--- src/rtl/trig_lut_sched.sv ---
// Round-robin scheduler sharing one first-quadrant sine LUT among NREQ requesters.
// Folds sine/cosine requests into 0..90 degrees, applies the quadrant sign and returns tagged results.
module trig_lut_sched #(
  parameter int NREQ    = 4,
  parameter int LUT_LAT = 1
) (
  input  logic               clk,
  input  logic               rst,
  input  logic [NREQ-1:0]    req_valid,
  output logic [NREQ-1:0]    req_ready,
  input  logic [NREQ-1:0]    req_op,
  input  logic [32*NREQ-1:0] req_angle,
  output logic               lut_en,
  output logic [31:0]        lut_addr,
  input  logic [31:0]        lut_data,
  output logic               rsp_valid,
  input  logic               rsp_ready,
  output logic [2:0]         rsp_id,
  output logic [31:0]        rsp_value,
  output logic               rsp_err
);

  typedef enum logic [1:0] {IDLE, ISSUE, WAIT, RESP} state_t;

  state_t          state_reg, state_next;
  logic [2:0]      ptr_reg, ptr_next;
  logic [2:0]      id_reg, id_next;
  logic [31:0]     fold_addr_reg, fold_addr_next;
  logic            neg_reg, neg_next;
  logic            err_reg, err_next;
  logic [2:0]      cnt_reg, cnt_next;
  logic [NREQ-1:0] req_ready_reg, req_ready_next;
  logic            lut_en_reg, lut_en_next;
  logic [31:0]     lut_addr_reg, lut_addr_next;
  logic            rsp_valid_reg, rsp_valid_next;
  logic [2:0]      rsp_id_reg, rsp_id_next;
  logic [31:0]     rsp_value_reg, rsp_value_next;
  logic            rsp_err_reg, rsp_err_next;

  // Requester vectors padded to 8 lanes so a 3-bit index is always in range.
  logic [7:0]  valid_pad;
  logic [7:0]  op_pad;
  logic [31:0] angle_pad [8];

  genvar gi;
  generate
    for (gi = 0; gi < 8; gi++) begin : g_pad
      if (gi < NREQ) begin : g_used
        assign valid_pad[gi] = req_valid[gi];
        assign op_pad[gi]    = req_op[gi];
        assign angle_pad[gi] = req_angle[32*gi +: 32];
      end else begin : g_unused
        assign valid_pad[gi] = 1'b0;
        assign op_pad[gi]    = 1'b0;
        assign angle_pad[gi] = 32'd0;
      end
    end
  endgenerate

  logic       grant_found;
  logic [2:0] grant_idx;
  logic [3:0] cand;

  always_comb begin
    grant_found = 1'b0;
    grant_idx   = '0;
    cand        = '0;
    for (int k = 0; k < NREQ; k++) begin
      cand = {1'b0, ptr_reg} + 4'(k);
      if (cand >= 4'(NREQ)) cand = cand - 4'(NREQ);
      if (!grant_found && valid_pad[cand[2:0]]) begin
        grant_found = 1'b1;
        grant_idx   = cand[2:0];
      end
    end
  end

  logic [31:0] sel_angle, eff, fold_addr;
  logic        sel_op, fold_neg, fold_err;
  logic [7:0]  grant_onehot;

  // Cosine is sine shifted by +90; out-of-range angles are flagged and the fold is ignored.
  always_comb begin
    sel_angle = angle_pad[grant_idx];
    sel_op    = op_pad[grant_idx];
    fold_err  = sel_angle > 32'd360;
    eff       = sel_op ? sel_angle + 32'd90 : sel_angle;
    if (eff > 32'd360) eff = eff - 32'd360;
    fold_addr = eff;
    fold_neg  = 1'b0;
    if (eff <= 32'd90) begin
      fold_addr = eff;
    end else if (eff <= 32'd180) begin
      fold_addr = 32'd180 - eff;
    end else if (eff <= 32'd270) begin
      fold_addr = eff - 32'd180;
      fold_neg  = 1'b1;
    end else begin
      fold_addr = 32'd360 - eff;
      fold_neg  = 1'b1;
    end
    grant_onehot = 8'd1 << grant_idx;
  end

  always_comb begin
    state_next     = state_reg;
    ptr_next       = ptr_reg;
    id_next        = id_reg;
    fold_addr_next = fold_addr_reg;
    neg_next       = neg_reg;
    err_next       = err_reg;
    cnt_next       = cnt_reg;
    req_ready_next = '0;
    lut_en_next    = 1'b0;
    lut_addr_next  = lut_addr_reg;
    rsp_valid_next = rsp_valid_reg;
    rsp_id_next    = rsp_id_reg;
    rsp_value_next = rsp_value_reg;
    rsp_err_next   = rsp_err_reg;

    case (state_reg)
      ISSUE: begin
        if (err_reg) begin
          rsp_valid_next = 1'b1;
          rsp_err_next   = 1'b1;
          rsp_value_next = 32'd0;
          rsp_id_next    = id_reg;
          state_next     = RESP;
        end else begin
          lut_en_next   = 1'b1;
          lut_addr_next = fold_addr_reg;
          cnt_next      = '0;
          state_next    = WAIT;
        end
      end
      WAIT: begin
        if (cnt_reg == 3'(LUT_LAT)) begin
          rsp_valid_next = 1'b1;
          rsp_err_next   = 1'b0;
          rsp_id_next    = id_reg;
          rsp_value_next = neg_reg ? 32'd0 - lut_data : lut_data;
          state_next     = RESP;
        end else begin
          cnt_next = cnt_reg + 3'd1;
        end
      end
      RESP: begin
        if (rsp_ready) begin
          rsp_valid_next = 1'b0;
          state_next     = IDLE;
        end
      end
      default: ;
    endcase

    // Arbitration also runs on the handshake edge so the next grant lands right after it.
    if ((state_reg == IDLE || (state_reg == RESP && rsp_ready)) && grant_found) begin
      req_ready_next = grant_onehot[NREQ-1:0];
      ptr_next       = (grant_idx == 3'(NREQ-1)) ? 3'd0 : grant_idx + 3'd1;
      id_next        = grant_idx;
      fold_addr_next = fold_addr;
      neg_next       = fold_neg;
      err_next       = fold_err;
      state_next     = ISSUE;
    end
  end

  always_ff @(posedge clk) begin
    if (rst) begin
      state_reg     <= IDLE;
      ptr_reg       <= '0;
      id_reg        <= '0;
      fold_addr_reg <= '0;
      neg_reg       <= 1'b0;
      err_reg       <= 1'b0;
      cnt_reg       <= '0;
      req_ready_reg <= '0;
      lut_en_reg    <= 1'b0;
      lut_addr_reg  <= '0;
      rsp_valid_reg <= 1'b0;
      rsp_id_reg    <= '0;
      rsp_value_reg <= '0;
      rsp_err_reg   <= 1'b0;
    end else begin
      state_reg     <= state_next;
      ptr_reg       <= ptr_next;
      id_reg        <= id_next;
      fold_addr_reg <= fold_addr_next;
      neg_reg       <= neg_next;
      err_reg       <= err_next;
      cnt_reg       <= cnt_next;
      req_ready_reg <= req_ready_next;
      lut_en_reg    <= lut_en_next;
      lut_addr_reg  <= lut_addr_next;
      rsp_valid_reg <= rsp_valid_next;
      rsp_id_reg    <= rsp_id_next;
      rsp_value_reg <= rsp_value_next;
      rsp_err_reg   <= rsp_err_next;
    end
  end

  assign req_ready = req_ready_reg;
  assign lut_en    = lut_en_reg;
  assign lut_addr  = lut_addr_reg;
  assign rsp_valid = rsp_valid_reg;
  assign rsp_id    = rsp_id_reg;
  assign rsp_value = rsp_value_reg;
  assign rsp_err   = rsp_err_reg;

endmodule
--- config.mk ---
export PLATFORM = sky130hd
export DESIGN_NAME = trig_lut_sched
export DESIGN_NICKNAME = d
export VERILOG_FILES = /design/src/rtl/trig_lut_sched.sv
export SDC_FILE = /design/constraint.sdc
export NUM_CORES = 1
export LEC_CHECK = 0
export BUFFER_PORTS_ARGS = -buffer_cell sky130_fd_sc_hd__buf_2
export CAP_MARGIN = 20
export CORE_ASPECT_RATIO = 0.5
export CORE_MARGIN = 2
export CORE_UTILIZATION = 40
export CTS_CLUSTER_DIAMETER = 80
export DETAILED_ROUTE_END_ITERATION = 10
export SLEW_MARGIN = 20
export SYNTH_ARGS = -nofsm -noshare
export SYNTH_HDL_FRONTEND = slang
export SYNTH_SLANG_ARGS = --single-unit
--- constraint.sdc ---
create_clock -name clk -period 10.5 [get_ports clk]
set_input_delay 0.525 -clock clk [delete_from_list [all_inputs] [get_ports clk]]
set_output_delay 0.525 -clock clk [all_outputs]
set_load 0.02 [all_outputs]
# Word level (Yosys, flattened, before mapping)
# Cells that the tools add are included.
# totals
wordCells	139
ff_bits	119
out_inout_bits	74
input_bits	171
# op_classes
bitwise_logic	4
reduce_logical	22
eq_ne	12
muxes	55
n_addsub	15
n_lt_le_gt_ge	15
shift	1
# ops
operator	n
$mux 32	10
$bmux 32 s3	1
$gt 32x9->1 const B	2
$pmux 32 s2	1
$mux 3	13
$add 32x7->32 const B	1
$le 32x7->1 const B	1
$le 32x8->1 const B	1
$le 32x9->1 const B	1
$sub 1x32->32 const A	1
$sub 32x8->32 const B	1
$sub 32x9->32 const B	1
$sub 8x32->32 const A	1
$sub 9x32->32 const A	1
$lt 3x4->1 const B	5
$mux 1	18
$bmux 1 s3	5
$ge 4x3->1 const B	3
$pmux 3 s2	2
$reduce_and 3->1	4
$sub 3x3->3 const B	4
$ne 2x2->1 const B	5
$add 3x2->4 const B	2
$add 3x1->3 const B	2
26 further kinds	38

# Depth between registers and ports, before layout
# logic_depth
ltp_word	26
depth_mapped	40
ltp_nobuf	26

# Worst setup path after synthesis
# No wires, ideal clock.
# synth_path
path_kind	reg-to-reg
start	register ptr_reg[1]
end	register fold_addr_reg[4]
arrival_ns	8.647
required_ns	10.409
setup_time_ns	0.091
stages_incl_launch_ff	37
path_slack_ns	1.763
cell_sequence	dfxtp_1 buf_2 inv_1 ha_1 buf_6 mux4_2 and2_4 or4b_1 buf_2 o21ai_4 buf_4 buf_2 buf_2 buf_1 nand2_1 and3_1 a31oi_1 ha_1 inv_1 and3_1 o21ai_1 nand3_1 xnor2_2 a2111oi_2 and3_1 buf_6 buf_6 a211oi_2 xnor2_1 or4b_4 or4_1 buf_2 or3_1 buf_2 a21o_1 or4_1 a311oi_1
# synth_via
elab_chain_cells	26
word_cells_on_any_way	58
cone_classes	12 x add/sub; 8 x order compare; 30 x mux; 1 x bitwise; 7 x reduce/logical
# synth_rtl
item	line_no	source
start, declared	26	logic [2:0] ptr_reg, ptr_next;
start signal, assigned	186	ptr_reg <= ptr_next;
branches (longest 26 deep; another with $add 3x1->4)	n/a	
end signal, assigned	188	fold_addr_reg <= fold_addr_next;
end, declared	28	logic [31:0] fold_addr_reg, fold_addr_next;
# Parallel ways; which one is timed is not known. The select of a mux whose other input is x is not followed.
# A chain may end at the register's enable or synchronous reset.

# Worst setup path after layout
# layout_path
start	register ptr_reg[0]
end	register fold_addr_reg[4]
# Same word-level chain as after synthesis.

==> out/results.md <==
| Stage | Metric | Reported |
| --- | --- | --- |
| outcome | Status | complete, no violations |
| clock tree | Maximum clock path buffer count | 2 |
| global route | Final global-route overflow total | 0 |
| timing | Setup repair after global routing missed its margin | false |
| detailed routing | Number of DRC violations after detailed-routing iteration 0 | 923 |
| global route | Antenna violations before repair | 0 |
| power and ir drop | Leakage | 4.92 nW |
| clock tree | Number of sinks driven by the clock tree | 119 |
| final layout | Fill cell count | 2488 |
| logic synthesis | Area of the mapped netlist | 0.0102 sq mm |
| timing | Maximum clock frequency | 102 MHz |
| power and ir drop | Sw frac | 0.547 |
| final layout | Ratio of cells with drive above 1 in the final layout | 0.245 |
| timing | Tightest slew margin relative to the limit | 0.351 |
| logic synthesis | Top post-synthesis cells by area | sky130_fd_sc_hd__dfxtp_1 23%, sky130_fd_sc_hd__mux2i_1 7.4%, sky130_fd_sc_hd__xnor2_1 6.5%, sky130_fd_sc_hd__nand2_1 4.8%, sky130_fd_sc_hd__nor2_1 4.2% |
| timing | Setup skew after layout | 8.79 ps |
| floorplanning | Effective utilization at floorplan | 0.405 |
| clock tree | Depth of the CTS H-tree | 4 |
| power and ir drop | Power Density | 419 mW/mm^2 |
| floorplanning | Area of the die | 0.0267 sq mm |
| timing | Clock period minus worst slack | 9810 ps |
| floorplanning | Row count | 41 |
| logic synthesis | Netlist cell types | 104 |
| global route | Maximum number of pins on one net before global-route repair | 62 |
| power and ir drop | Part of the total power dissipated in sequential elements | 0.121 |
| logic synthesis | Leading area contributor after synthesis | sky130_fd_sc_hd__dfxtp_1 |
| logic synthesis | Syn Nets | 1451 |
| detailed routing | Drt total wl | 35200 microns |
| logic synthesis | Portion of the post-synthesis area used by sequential elements | 0.235 |
| floorplanning | Core Area | 0.0251 sq mm |
| detailed routing | DR vias | 10799 |
| global route | Vias in the first global route | 9827 |
| worst setup path | Type of the worst setup path | register to register |
| global route | Total GRT Usage | 0.255 |
| timing | Slew at the pin closest to its max-slew limit | 972 ps |
| final layout | Antenna diodes | 0 |
| detailed routing | Number of design rule violations left after detail routing | 0 |
| timing | Total of endpoints with negative setup slack in the final report | 0 |
| clock tree | CTS root buf | sky130_fd_sc_hd__clkbuf_16 |
| worst setup path | Maximum fanout encountered on the critical timing path | 55 |
| floorplanning | DIE WIDTH | 229 microns |
| worst setup path | Critical path data arrival time | 10120 ps |
| floorplanning | Die Height | 117 microns |
| clock tree | Hold-fix buffers, CTS | 0 |
| place | Count of buffers from port buffering | 244 |
| detailed routing | First-pass iteration count of the detailed router | 5 |
| logic synthesis | Total number of yosys warnings | 0 |
| logic synthesis | Post-synth EDFFs | 0 |
| clock tree | Clock latency at the later pin of the worst-skew pair | 410 ps |
| final layout | Post-synthesis to final-layout area growth | 19.9% |
| worst hold path | Worst hold path class | primary input to register |
| logic synthesis | Proportion of netlist area held by the largest area contributor | 0.235 |
| detailed routing | WL per Instance | 19.2 microns |
| clock tree | Number of buffers created by CTS | 17 |
| power and ir drop | Total power after layout | 0.00510 W |
| worst setup path | CP Capture Type | register |
| power and ir drop | Share of total power in the clock network | 0.123 |
| power and ir drop | Power Internal | 0.00231 W |
| power and ir drop | Comb pwr share | 0.756 |
| job | Max Cap Viol | 0 |
| place | Post-DP HPWL | 27400 microns |
| clock tree | Clock tree from TritonCTS | done |
| detailed routing | Ratio of routed vias to standard cells | 5.90 |
| worst setup path | Worst EP required | 10810 ps |
| clock tree | Clock slew at reported path FFs | 60 ps |
| detailed routing | Count of antenna-violating nets left after detailed routing | 0 |
| timing | Sum Neg Setup Slack | 0 ps |
| logic synthesis | Gate count of the mapped netlist | 1271 |
| timing | Max Transition Viols Final | 0 |
| place | Final GP Congestion | 0.908 |
| logic synthesis | Async SR Flop Fraction | 0 |
| timing | Final-report hold violation count | 0 |
| power and ir drop | Maximum VDD drop | 0.000212 V |
| worst setup path | Worst setup SP type | register |
| clock tree | Count of buffers added by post-CTS timing repair for setup | 0 |
| power and ir drop | Switching power summed over all nets | 0.00279 W |
| logic synthesis | Number of register bits inferred by synthesis | 119 |
| final layout | Net count of the finished layout | 1657 |
| global route | First-pass GRT wire length | 54600 microns |
| worst setup path | Standard cell with the maximum stage delay on the critical path | sky130_fd_sc_hd__or4_1 |
| timing | Portion of the clock cycle consumed by the worst path in the final layout | 0.934 |
| logic synthesis | Avg Cell Area, Syn | 7.99 sq um |
| logic synthesis | Commonest register cell after synthesis | sky130_fd_sc_hd__dfxtp_1 |
| worst setup path | Delay of the slowest critical-path stage | 690 ps |
| clock tree | Resized cells post-CTS | 0 |
| floorplanning | Io pins | 245 |
final timing paths:
path	start	endpoint	slack (ps)	cells past startpoint
min	rsp_ready	rsp_valid	430	3
min reg2reg	fold_addr_reg[7]	lut_addr[7]	450	1
max	ptr_reg[0]	fold_addr_reg[4]	690	26
max reg2reg	ptr_reg[0]	fold_addr_reg[4]	690	26
worst max-delay path: cells and delay by family (launching register included):
| kind | cells | cell delay, ps |
|---|---|---|
| adder cells (fa/ha/maj) | 2 | 700 |
| AO/OA/AOI/OAI | 7 | 2110 |
| buffers and inverters | 3 | 600 |
| flip-flops | 1 | 610 |
| AND/OR/NAND/NOR | 10 | 4380 |
| multiplexers | 2 | 780 |
| XOR/XNOR | 2 | 520 |
final cells by class:
cell class	instances	area (sq um)	share of cell area
repair buffers	261	1350	0.111
flip-flops and latches	119	2380	0.196
multi-input cells	1051	7280	0.598
clock inverters	9	176	0.0145
clock buffers	20	447	0.0367
well taps	344	430	0.0354
inverters	27	106	0.00873
through the flow:
step	worst slack (ps)	hold WS [ps]	cells	utilization	cell area (sq um)
after global routing	36.9	442	1831	0.485	12200
final	690	426	1831	0.485	12200
after detailed placement	510	446	1802	0.460	11600
after global placement	850	440	1802	0.460	11600
after floorplan	1760	432	1271	-	10200
after CTS	465	416	1831	0.485	12200
cell usage in the layout (no fill, tap or decap), types with 15 or more instances in the layout:
| master | n |
|---|---|
| sky130_fd_sc_hd__buf_2 | 244 |
| sky130_fd_sc_hd__nand2_1 | 131 |
| sky130_fd_sc_hd__dfxtp_1 | 119 |
| sky130_fd_sc_hd__nor2_1 | 111 |
| sky130_fd_sc_hd__mux2i_1 | 75 |
| sky130_fd_sc_hd__xnor2_1 | 75 |
| sky130_fd_sc_hd__a21oi_1 | 56 |
| sky130_fd_sc_hd__o21ai_0 | 51 |
| sky130_fd_sc_hd__nand3_1 | 50 |
| sky130_fd_sc_hd__a22o_1 | 34 |
| sky130_fd_sc_hd__a22oi_1 | 33 |
| sky130_fd_sc_hd__nor3_1 | 32 |
| sky130_fd_sc_hd__inv_1 | 25 |
| sky130_fd_sc_hd__xor2_1 | 24 |
| sky130_fd_sc_hd__nand4_1 | 23 |
| sky130_fd_sc_hd__and3_1 | 21 |
| sky130_fd_sc_hd__a31oi_1 | 21 |
| sky130_fd_sc_hd__a211oi_1 | 20 |
| sky130_fd_sc_hd__clkbuf_16 | 17 |
| sky130_fd_sc_hd__buf_4 | 17 |
| sky130_fd_sc_hd__or4_1 | 16 |
| sky130_fd_sc_hd__o31ai_1 | 16 |
| sky130_fd_sc_hd__o211ai_1 | 15 |
| sky130_fd_sc_hd__or3_1 | 15 |
synth_stat cells (5+ instances only):
| cell | number |
|---|---|
| sky130_fd_sc_hd__inv_1 | 25 |
| sky130_fd_sc_hd__dfxtp_1 | 119 |
| sky130_fd_sc_hd__nor3_1 | 32 |
| sky130_fd_sc_hd__xnor2_1 | 75 |
| sky130_fd_sc_hd__or4_1 | 16 |
| sky130_fd_sc_hd__a22oi_1 | 33 |
| sky130_fd_sc_hd__clkbuf_1 | 42 |
| sky130_fd_sc_hd__buf_2 | 11 |
| sky130_fd_sc_hd__o41ai_1 | 5 |
| sky130_fd_sc_hd__xor2_1 | 24 |
| sky130_fd_sc_hd__nand3b_1 | 8 |
| sky130_fd_sc_hd__and3_1 | 22 |
| sky130_fd_sc_hd__o21ai_0 | 51 |
| sky130_fd_sc_hd__a211o_1 | 7 |
| sky130_fd_sc_hd__o211ai_1 | 15 |
| sky130_fd_sc_hd__a311oi_1 | 5 |
| sky130_fd_sc_hd__mux2i_2 | 6 |
| sky130_fd_sc_hd__a22o_1 | 34 |
| sky130_fd_sc_hd__a21o_1 | 8 |
| sky130_fd_sc_hd__ha_1 | 9 |
| sky130_fd_sc_hd__nand2_1 | 131 |
| sky130_fd_sc_hd__o22ai_1 | 6 |
| sky130_fd_sc_hd__a21oi_1 | 56 |
| sky130_fd_sc_hd__mux2_2 | 13 |
| sky130_fd_sc_hd__or3_1 | 15 |
| sky130_fd_sc_hd__nand2b_1 | 13 |
| sky130_fd_sc_hd__and4_1 | 6 |
| sky130_fd_sc_hd__mux2i_1 | 75 |
| sky130_fd_sc_hd__buf_6 | 9 |
| sky130_fd_sc_hd__o31ai_1 | 16 |
| sky130_fd_sc_hd__a211oi_1 | 20 |
| sky130_fd_sc_hd__nand4_1 | 23 |
| sky130_fd_sc_hd__mux4_2 | 8 |
| sky130_fd_sc_hd__a2111oi_0 | 6 |
| sky130_fd_sc_hd__or2_2 | 6 |
| sky130_fd_sc_hd__and2_1 | 9 |
| sky130_fd_sc_hd__nor4_1 | 15 |
| sky130_fd_sc_hd__nand3_1 | 50 |
| sky130_fd_sc_hd__a31oi_1 | 21 |
| sky130_fd_sc_hd__buf_1 | 6 |
| sky130_fd_sc_hd__nor2_1 | 114 |
routing by layer:
layer  vias up  global-route usage  part of all wire  routed length [microns]
li1       5215                   -                 -                        -
met1      5141               0.373              0.50                    17600
met2       404               0.393              0.43                    15000
met3        39              0.0403             0.061                     2160
met4         0              0.0576             0.013                      466
met5         -                   0                 0                        0
power groups by stage:
| stage | Combinational, W | Sequential [W] | Clock (W) |
|---|---|---|---|
| 5_1_grt | 0.00419 | 0.000630 | 0.000661 |
| 4_1_cts | 0.00378 | 0.000617 | 0.000637 |
| 3_3_place_gp | 0.00375 | 0.000621 | 0 |
| 2_1_floorplan | 0.00286 | 0.000620 | 0 |
| 3_5_place_dp | 0.00377 | 0.000626 | 0 |
| 6_report | 0.00386 | 0.000617 | 0.000626 |
cell families after synthesis:
logic type	after synthesis	synth area share
flops	119	0.235
mux	103	0.115
compound gates	343	0.248
buf+inv	101	0.0495
fa+ha+maj	9	0.0111
simple gates	494	0.251
xor+xnor	102	0.0902
Power figures use the tool's default switching activity.
